## config.mk

```make
export PLATFORM = sky130hd
export DESIGN_NAME = result_tx_framer
export DESIGN_NICKNAME = d
export VERILOG_FILES = /design/src/rtl/result_tx_framer.sv
export SDC_FILE = /design/constraint.sdc
export NUM_CORES = 1
export LEC_CHECK = 0
export BUFFER_PORTS_ARGS = -buffer_cell sky130_fd_sc_hd__buf_4
export CAP_MARGIN = 20
export CORE_MARGIN = 2
export CORE_UTILIZATION = 50
export CTS_BUF_LIST = sky130_fd_sc_hd__clkbuf_4
export CTS_CLUSTER_DIAMETER = 120
export DETAILED_ROUTE_END_ITERATION = 7
export HOLD_SLACK_MARGIN = 0.05
export PLACE_DENSITY = 0.8
export SLEW_MARGIN = 20
export SYNTH_ARGS = -nofsm -noshare
export SYNTH_HDL_FRONTEND = slang
export SYNTH_SLANG_ARGS = --single-unit
```

## constraint.sdc

```tcl
create_clock -name clk -period 3.14 [get_ports clk]
set_clock_uncertainty 0.2 [all_clocks]
set_input_delay 0.314 -clock clk [delete_from_list [all_inputs] [get_ports clk]]
set_output_delay 0.314 -clock clk [all_outputs]
set_load 0.02 [all_outputs]
```

## src/rtl/result_tx_framer.sv

```systemverilog
// ============================================================================
// Module: result_tx_framer
//
// Purpose
//   Return path of the UART link. Once argmax has finished, this block frames
//   the predicted class and the complete logit vector as a byte stream and
//   feeds it to uart_tx one byte at a time through the tx_dv / tx_busy
//   handshake. The predicted index and the logits are snapshotted when start
//   is accepted, so the dense stage may begin the next frame while this one
//   is still being transmitted.
//
//   Frame layout:
//     SYNC_BYTE, {zero pad, idx}, logit[0] .. logit[NUM_CLASSES-1], [checksum]
//   Each logit is sign-extended to a whole number of bytes (BPW bytes) and is
//   sent most-significant byte first.
//
// Ports
//   clk          in   1                       system clock
//   reset_n      in   1                       asynchronous active-low reset
//   start        in   1                       1-cycle pulse: latch inputs, begin frame
//   idx          in   IDXW                    predicted class
//   logits_flat  in   DATA_WIDTH*NUM_CLASSES  logit k at [k*DATA_WIDTH +: DATA_WIDTH]
//   tx_busy      in   1                       from uart_tx: byte in flight
//   tx_dv        out  1                       to uart_tx: 1-cycle byte-valid strobe
//   tx_byte      out  8                       to uart_tx: byte, valid while tx_dv=1
//   busy         out  1                       high from accepted start until done
//   done         out  1                       1-cycle pulse after the last byte leaves
//
// Configuration
//   RESULT_TX_CHECKSUM_EN  when defined, one trailing byte is appended holding
//                          the mod-256 sum of every byte after SYNC_BYTE.
//                          When undefined, no checksum logic is built.
// ============================================================================
module result_tx_framer #(
    parameter int         DATA_WIDTH  = 16,
    parameter int         NUM_CLASSES = 10,
    parameter int         IDXW        = 4,
    parameter logic [7:0] SYNC_BYTE   = 8'hA5
) (
    input  logic                              clk,
    input  logic                              reset_n,
    input  logic                              start,
    input  logic [IDXW-1:0]                   idx,
    input  logic [DATA_WIDTH*NUM_CLASSES-1:0] logits_flat,
    input  logic                              tx_busy,
    output logic                              tx_dv,
    output logic [7:0]                        tx_byte,
    output logic                              busy,
    output logic                              done
);

    // Bytes needed to carry one logit, and the resulting frame geometry.
    localparam int BPW      = (DATA_WIDTH + 7) / 8;
    localparam int BASE_LEN = 2 + NUM_CLASSES * BPW;
`ifdef RESULT_TX_CHECKSUM_EN
    localparam int FRAME_LEN = BASE_LEN + 1;
`else
    localparam int FRAME_LEN = BASE_LEN;
`endif
    // Sized with headroom so the post-increment on the final byte never wraps.
    localparam int             CNTW     = $clog2(BASE_LEN + 2);
    localparam logic [CNTW-1:0] LAST_CNT = CNTW'(FRAME_LEN - 1);

    typedef enum logic [2:0] {
        ST_IDLE,
        ST_LOAD,
        ST_SEND,
        ST_WAIT_ACK,
        ST_WAIT_IDLE,
        ST_FIN
    } state_t;

    state_t                            state;
    state_t                            state_next;
    logic [CNTW-1:0]                   byte_cnt;
    logic                              ack_cnt;
    logic [IDXW-1:0]                   idx_q;
    logic [DATA_WIDTH*NUM_CLASSES-1:0] logits_q;
    logic [7:0]                        sel_byte;
    logic signed [DATA_WIDTH-1:0]      logit_word;
    logic signed [8*BPW-1:0]           ext_word;
`ifdef RESULT_TX_CHECKSUM_EN
    logic [7:0]                        csum;
`endif

    // State register. An asserted reset drops straight back to IDLE, which
    // also removes tx_dv and busy in the same instant because both are
    // decoded from the state.
    always_ff @(posedge clk or negedge reset_n) begin
        if (!reset_n) begin
            state <= ST_IDLE;
        end else begin
            state <= state_next;
        end
    end

    // Next-state and output decode.
    // LOAD only advances once the UART is idle, which is what guarantees a
    // strobe is never raised on top of a byte still in flight. WAIT_ACK gives
    // the UART two cycles to raise tx_busy; a UART fast enough to finish
    // inside that window is treated as having accepted the byte.
    always_comb begin
        state_next = state;
        tx_dv      = 1'b0;
        busy       = 1'b0;
        done       = 1'b0;
        case (state)
            ST_IDLE: begin
                if (start) begin
                    state_next = ST_LOAD;
                end
            end
            ST_LOAD: begin
                busy = 1'b1;
                if (!tx_busy) begin
                    state_next = ST_SEND;
                end
            end
            ST_SEND: begin
                busy       = 1'b1;
                tx_dv      = 1'b1;
                state_next = ST_WAIT_ACK;
            end
            ST_WAIT_ACK: begin
                busy = 1'b1;
                if (tx_busy || ack_cnt) begin
                    state_next = ST_WAIT_IDLE;
                end
            end
            ST_WAIT_IDLE: begin
                busy = 1'b1;
                if (!tx_busy) begin
                    state_next = (byte_cnt == LAST_CNT) ? ST_FIN : ST_LOAD;
                end
            end
            ST_FIN: begin
                done       = 1'b1;
                state_next = ST_IDLE;
            end
            default: begin
                state_next = ST_IDLE;
            end
        endcase
    end

    // Byte selector: maps the current byte position onto the snapshot.
    // Positions 2.. walk through the logits, BPW bytes each, high byte first.
    // The header, index and checksum positions override the logit decode.
    always_comb begin
        sel_byte   = 8'h00;
        logit_word = '0;
        ext_word   = '0;
        for (int k = 0; k < NUM_CLASSES; k++) begin
            logit_word = logits_q[k*DATA_WIDTH +: DATA_WIDTH];
            ext_word   = (8*BPW)'(logit_word);
            for (int b = 0; b < BPW; b++) begin
                if (byte_cnt == CNTW'(2 + k*BPW + b)) begin
                    sel_byte = ext_word[(BPW-1-b)*8 +: 8];
                end
            end
        end
        if (byte_cnt == CNTW'(0)) begin
            sel_byte = SYNC_BYTE;
        end
        if (byte_cnt == CNTW'(1)) begin
            sel_byte = 8'(idx_q);
        end
`ifdef RESULT_TX_CHECKSUM_EN
        if (byte_cnt == CNTW'(BASE_LEN)) begin
            sel_byte = csum;
        end
`endif
    end

    // Datapath registers.
    // The snapshot is taken only when a start is accepted in IDLE, so a start
    // arriving mid-frame (or during FIN) cannot disturb what is being sent.
    // tx_byte is written only in LOAD, which keeps it stable through the
    // strobe and the whole UART handshake that follows. The byte counter
    // advances once the UART has let go of the current byte.
    always_ff @(posedge clk or negedge reset_n) begin
        if (!reset_n) begin
            byte_cnt <= '0;
            ack_cnt  <= 1'b0;
            idx_q    <= '0;
            logits_q <= '0;
            tx_byte  <= 8'h00;
`ifdef RESULT_TX_CHECKSUM_EN
            csum     <= 8'h00;
`endif
        end else begin
            case (state)
                ST_IDLE: begin
                    if (start) begin
                        idx_q    <= idx;
                        logits_q <= logits_flat;
                        byte_cnt <= '0;
`ifdef RESULT_TX_CHECKSUM_EN
                        csum     <= 8'h00;
`endif
                    end
                end
                ST_LOAD: begin
                    tx_byte <= sel_byte;
                end
                ST_SEND: begin
                    ack_cnt <= 1'b0;
`ifdef RESULT_TX_CHECKSUM_EN
                    // Sum every issued byte between the header and the
                    // checksum itself.
                    if ((byte_cnt != CNTW'(0)) && (byte_cnt < CNTW'(BASE_LEN))) begin
                        csum <= csum + tx_byte;
                    end
`endif
                end
                ST_WAIT_ACK: begin
                    ack_cnt <= 1'b1;
                end
                ST_WAIT_IDLE: begin
                    if (!tx_busy) begin
                        byte_cnt <= byte_cnt + CNTW'(1);
                    end
                end
                default: begin
                end
            endcase
        end
    end

endmodule
```

==> flow_summary.json <==
{
  "rows": 49,
  "hold_buffers": 168,
  "setup_tns_ns": 0,
  "synthAdderAreaFrac": 0.00677,
  "cp-end-kind": "flop",
  "worst_pin_slew_ns": 0.830,
  "yosys-top-cells-area": "dfrtp_1 49%, mux2_2 19%, o21ai_0 3.0%",
  "synthCells": 820,
  "die_x_um": 140,
  "clkPwrFrac": 0.134,
  "reg2reg_from": "byte_cnt[4]",
  "ys_dominant_reg_cell": "dfrtp_1",
  "grt_usage": 0.323,
  "cpPeakStageDelay_ns": 0.91,
  "fp.dieH_um": 140,
  "grtUsageMet2": 0.556,
  "fin_nets": 1329,
  "critPathMostFrequentCell": "a21oi_1",
  "pre_cts_ws_ns": 0.166,
  "avgSynthCellArea_um2": 11.3,
  "cts_buffers": 17,
  "synth_most_common_cell": "dfrtp_1",
  "power_leakage_nw": 5.47,
  "path_class": "flop to flop",
  "synth_top_family_by_area": "multiplexers",
  "mappedNetlistNets": 993,
  "port_buffers": 178,
  "rsz0062_at_grt": "false",
  "first_global_vias": 8777,
  "cp_max_fo": 28,
  "synth_common_cells": "181 x dfrtp_1, 152 x mux2_2, 57 x nand2_1",
  "gp_congestion": 0.959,
  "finalSetupViolations": 0,
  "worst-path-stages": 7,
  "post-cts-setup-buffer-count": 0,
  "vdd_drop_max_v": 0.000640,
  "yosysTopAreaCell": "dfrtp_1",
  "wl_per_cell_um": 22.2,
  "period_share": 0.979,
  "start_util": 0.512,
  "ctsResizeCount": 0,
  "hold_violations": 0,
  "routed_wl_mm": 31.1,
  "grt_max_degree": 99,
  "drt-pass1-iter-count": 7,
  "cp-start-kind": "flop",
  "maxCapViolCount": 0,
  "fin_ws_ns": 0.0651,
  "synthSimpleGateAreaFrac": 0.120,
  "drc_errors": 0,
  "vias": 8336,
  "globalRouteMet1Util": 0.407,
  "p_switching_mw": 3.15,
  "top_level_ports": 179,
  "ys_seq_area_frac": 0.490,
  "area_growth_pct": 38.5,
  "cp_top_family": "compound AO/OA/AOI/OAI gates",
  "cts_tree": "done",
  "hold_start": "start",
  "status": "finished, final reports clean",
  "r2r_cells": 7,
  "clkLatencyLatePin_ns": 0.60,
  "synth-edff-count": 0,
  "ant_nets": 0,
  "antenna_found_initial": 2,
  "r2r_slack_ns": 0.07,
  "ys_seq_elements": 181,
  "relSlewSlack": 0.446,
  "p_per_area_nw_per_um2": 688,
  "critPathBufInv": 1,
  "critPathRequiredTime_ns": 3.41,
  "drt-initial-drc-count": 741,
  "netlist_area_um2": 9240,
  "synth_compound_area_frac": 0.150,
  "worstReg2RegEnd": "tx_byte[4]",
  "min_period_ns": 3.07,
  "grt_pass1_wl_mm": 48.5,
  "dieArea_um2": 19600,
  "swShare": 0.358,
  "max_freq_mhz": 325,
  "cp_slowest_cell": "dfrtp_1",
  "drive_gt1_frac": 0.356,
  "grt-ovfl-total": 0,
  "synth-xor-area-share": 0.00284,
  "via_per_inst": 5.95,
  "p_total_mw": 8.80,
  "seqPwrFrac": 0.501,
  "crit_chain": "buf_4 > or3b_1 > a21oi_1 > a311oi_1 > o21ai_1 > a21oi_1 > o211ai_1",
  "arrival_ns": 3.34,
  "cts_buffer_depth": 2,
  "p_comb_frac": 0.365,
  "cts-root-buf": "clkbuf_4",
  "clk_pin_slew_ns": 0.14,
  "ys_types": 84,
  "netlist.area_leader.share": 0.490,
  "fp.coreArea_um2": 18000,
  "maxSlewViolCount": 0,
  "worstHoldPathType": "input pin to flop",
  "yosysWarnings": 0,
  "cell_internal_pwr_mw": 5.64,
  "clock_sinks": 181,
  "gr-usage-met3": 0.0557,
  "htree_levels": 4,
  "synthArstFlopShare": 1.00,
  "min_to": "state[1]",
  "grt_busiest_layer": "met2",
  "hpwl_mm": 20.0,
  "min_path_cells": 6,
  "synthMuxAreaShare": 0.185
}
## metrics by stage
step                      utilization  std cells  hold WS [ns]  instance area (µm²)
after floorplan                     -        820        -0.182                 9240
after detailed placement        0.602       1198        0.0900                10900
after global placement          0.602       1198        0.0838                10900
after global routing            0.710       1400         0.105                12800
after CTS                       0.709       1398        0.0591                12800
final                           0.710       1400        0.0795                12800
## layout by cell type (no fill, tap or decap), types with 5 or more instances in the layout
master,n
clkbuf_4,21
a2bb2oi_1,6
a31oi_1,8
a22oi_1,7
o31ai_1,5
o211ai_1,10
nor2_1,40
nand2_1,57
nor3b_1,9
ha_1,5
mux2_2,152
inv_1,20
o22ai_1,8
nand3b_1,8
a21oi_1,32
nor3_1,5
dlygate4sd3_1,167
buf_4,205
a32oi_1,10
o21ai_0,55
buf_12,5
nand3_1,12
nand2b_1,12
a221oi_1,6
and4bb_2,6
dfrtp_1,181
a211oi_1,5
## routing by layer
layer,wire (µm),vias to the layer above
met2,15600,441
met4,1200,0
li1,-,3727
met3,2090,81
met5,0,-
met1,12200,4087
## how the worst max path moves through the flow
stage,start,to,slack (ns)
global route,byte_cnt[1],tx_byte[5],0.06
CTS,byte_cnt[4],tx_byte[4],0.13
floorplan,byte_cnt[0],tx_byte[1],0.33
global placement,byte_cnt[4],tx_byte[4],0.20
finish,byte_cnt[4],tx_byte[4],0.07
detailed placement,byte_cnt[4],tx_byte[4],0.17
## final cells by class
class / instances / area [µm²]
fill: 1244 / 5230
sequential: 181 / 4530
multi-input combinational: 555 / 4300
timing repair buffer: 379 / 3350
tap: 229 / 287
clock buffer: 21 / 158
inverter: 22 / 82.6
clock inverter: 11 / 77.6
antenna: 2 / 5.00
## state kept, by name, summed over array words and instances, names as in the netlist
signal	count
ack_cnt	1
logits_q	160
byte_cnt	5
state	3
tx_byte	8
idx_q	4
## worst reg2reg max path, cell delays in order (launching register included)
cell and delay (ns):
dfrtp_1 0.91, buf_4 0.30, or3b_1 0.27, a21oi_1 0.10
a311oi_1 0.49, o21ai_1 0.19, a21oi_1 0.34, o211ai_1 0.15
## power by group through the flow
stage / clock, mW / sequential (mW) / combinational (mW)
after floorplan: 0 / 4.01 / 2.15
after global placement: 0 / 4.40 / 2.84
after detailed placement: 0 / 4.41 / 2.94
after CTS: 1.19 / 4.37 / 3.14
after global routing: 1.28 / 4.52 / 3.47
final: 1.18 / 4.40 / 3.21
## cell families (layout without fill, tap and decap cells)
| kind of cell | count (synthesis) | count (layout) |
|---|---|---|
| compound gates | 202 | 202 |
| xor+xnor | 3 | 3 |
| fa+ha+maj | 5 | 5 |
| buf+inv | 84 | 433 |
| flops | 181 | 181 |
| mux | 152 | 152 |
| other cells | 0 | 2 |
| simple gates | 193 | 193 |
Note: power is estimated with default switching activity, not from simulation.
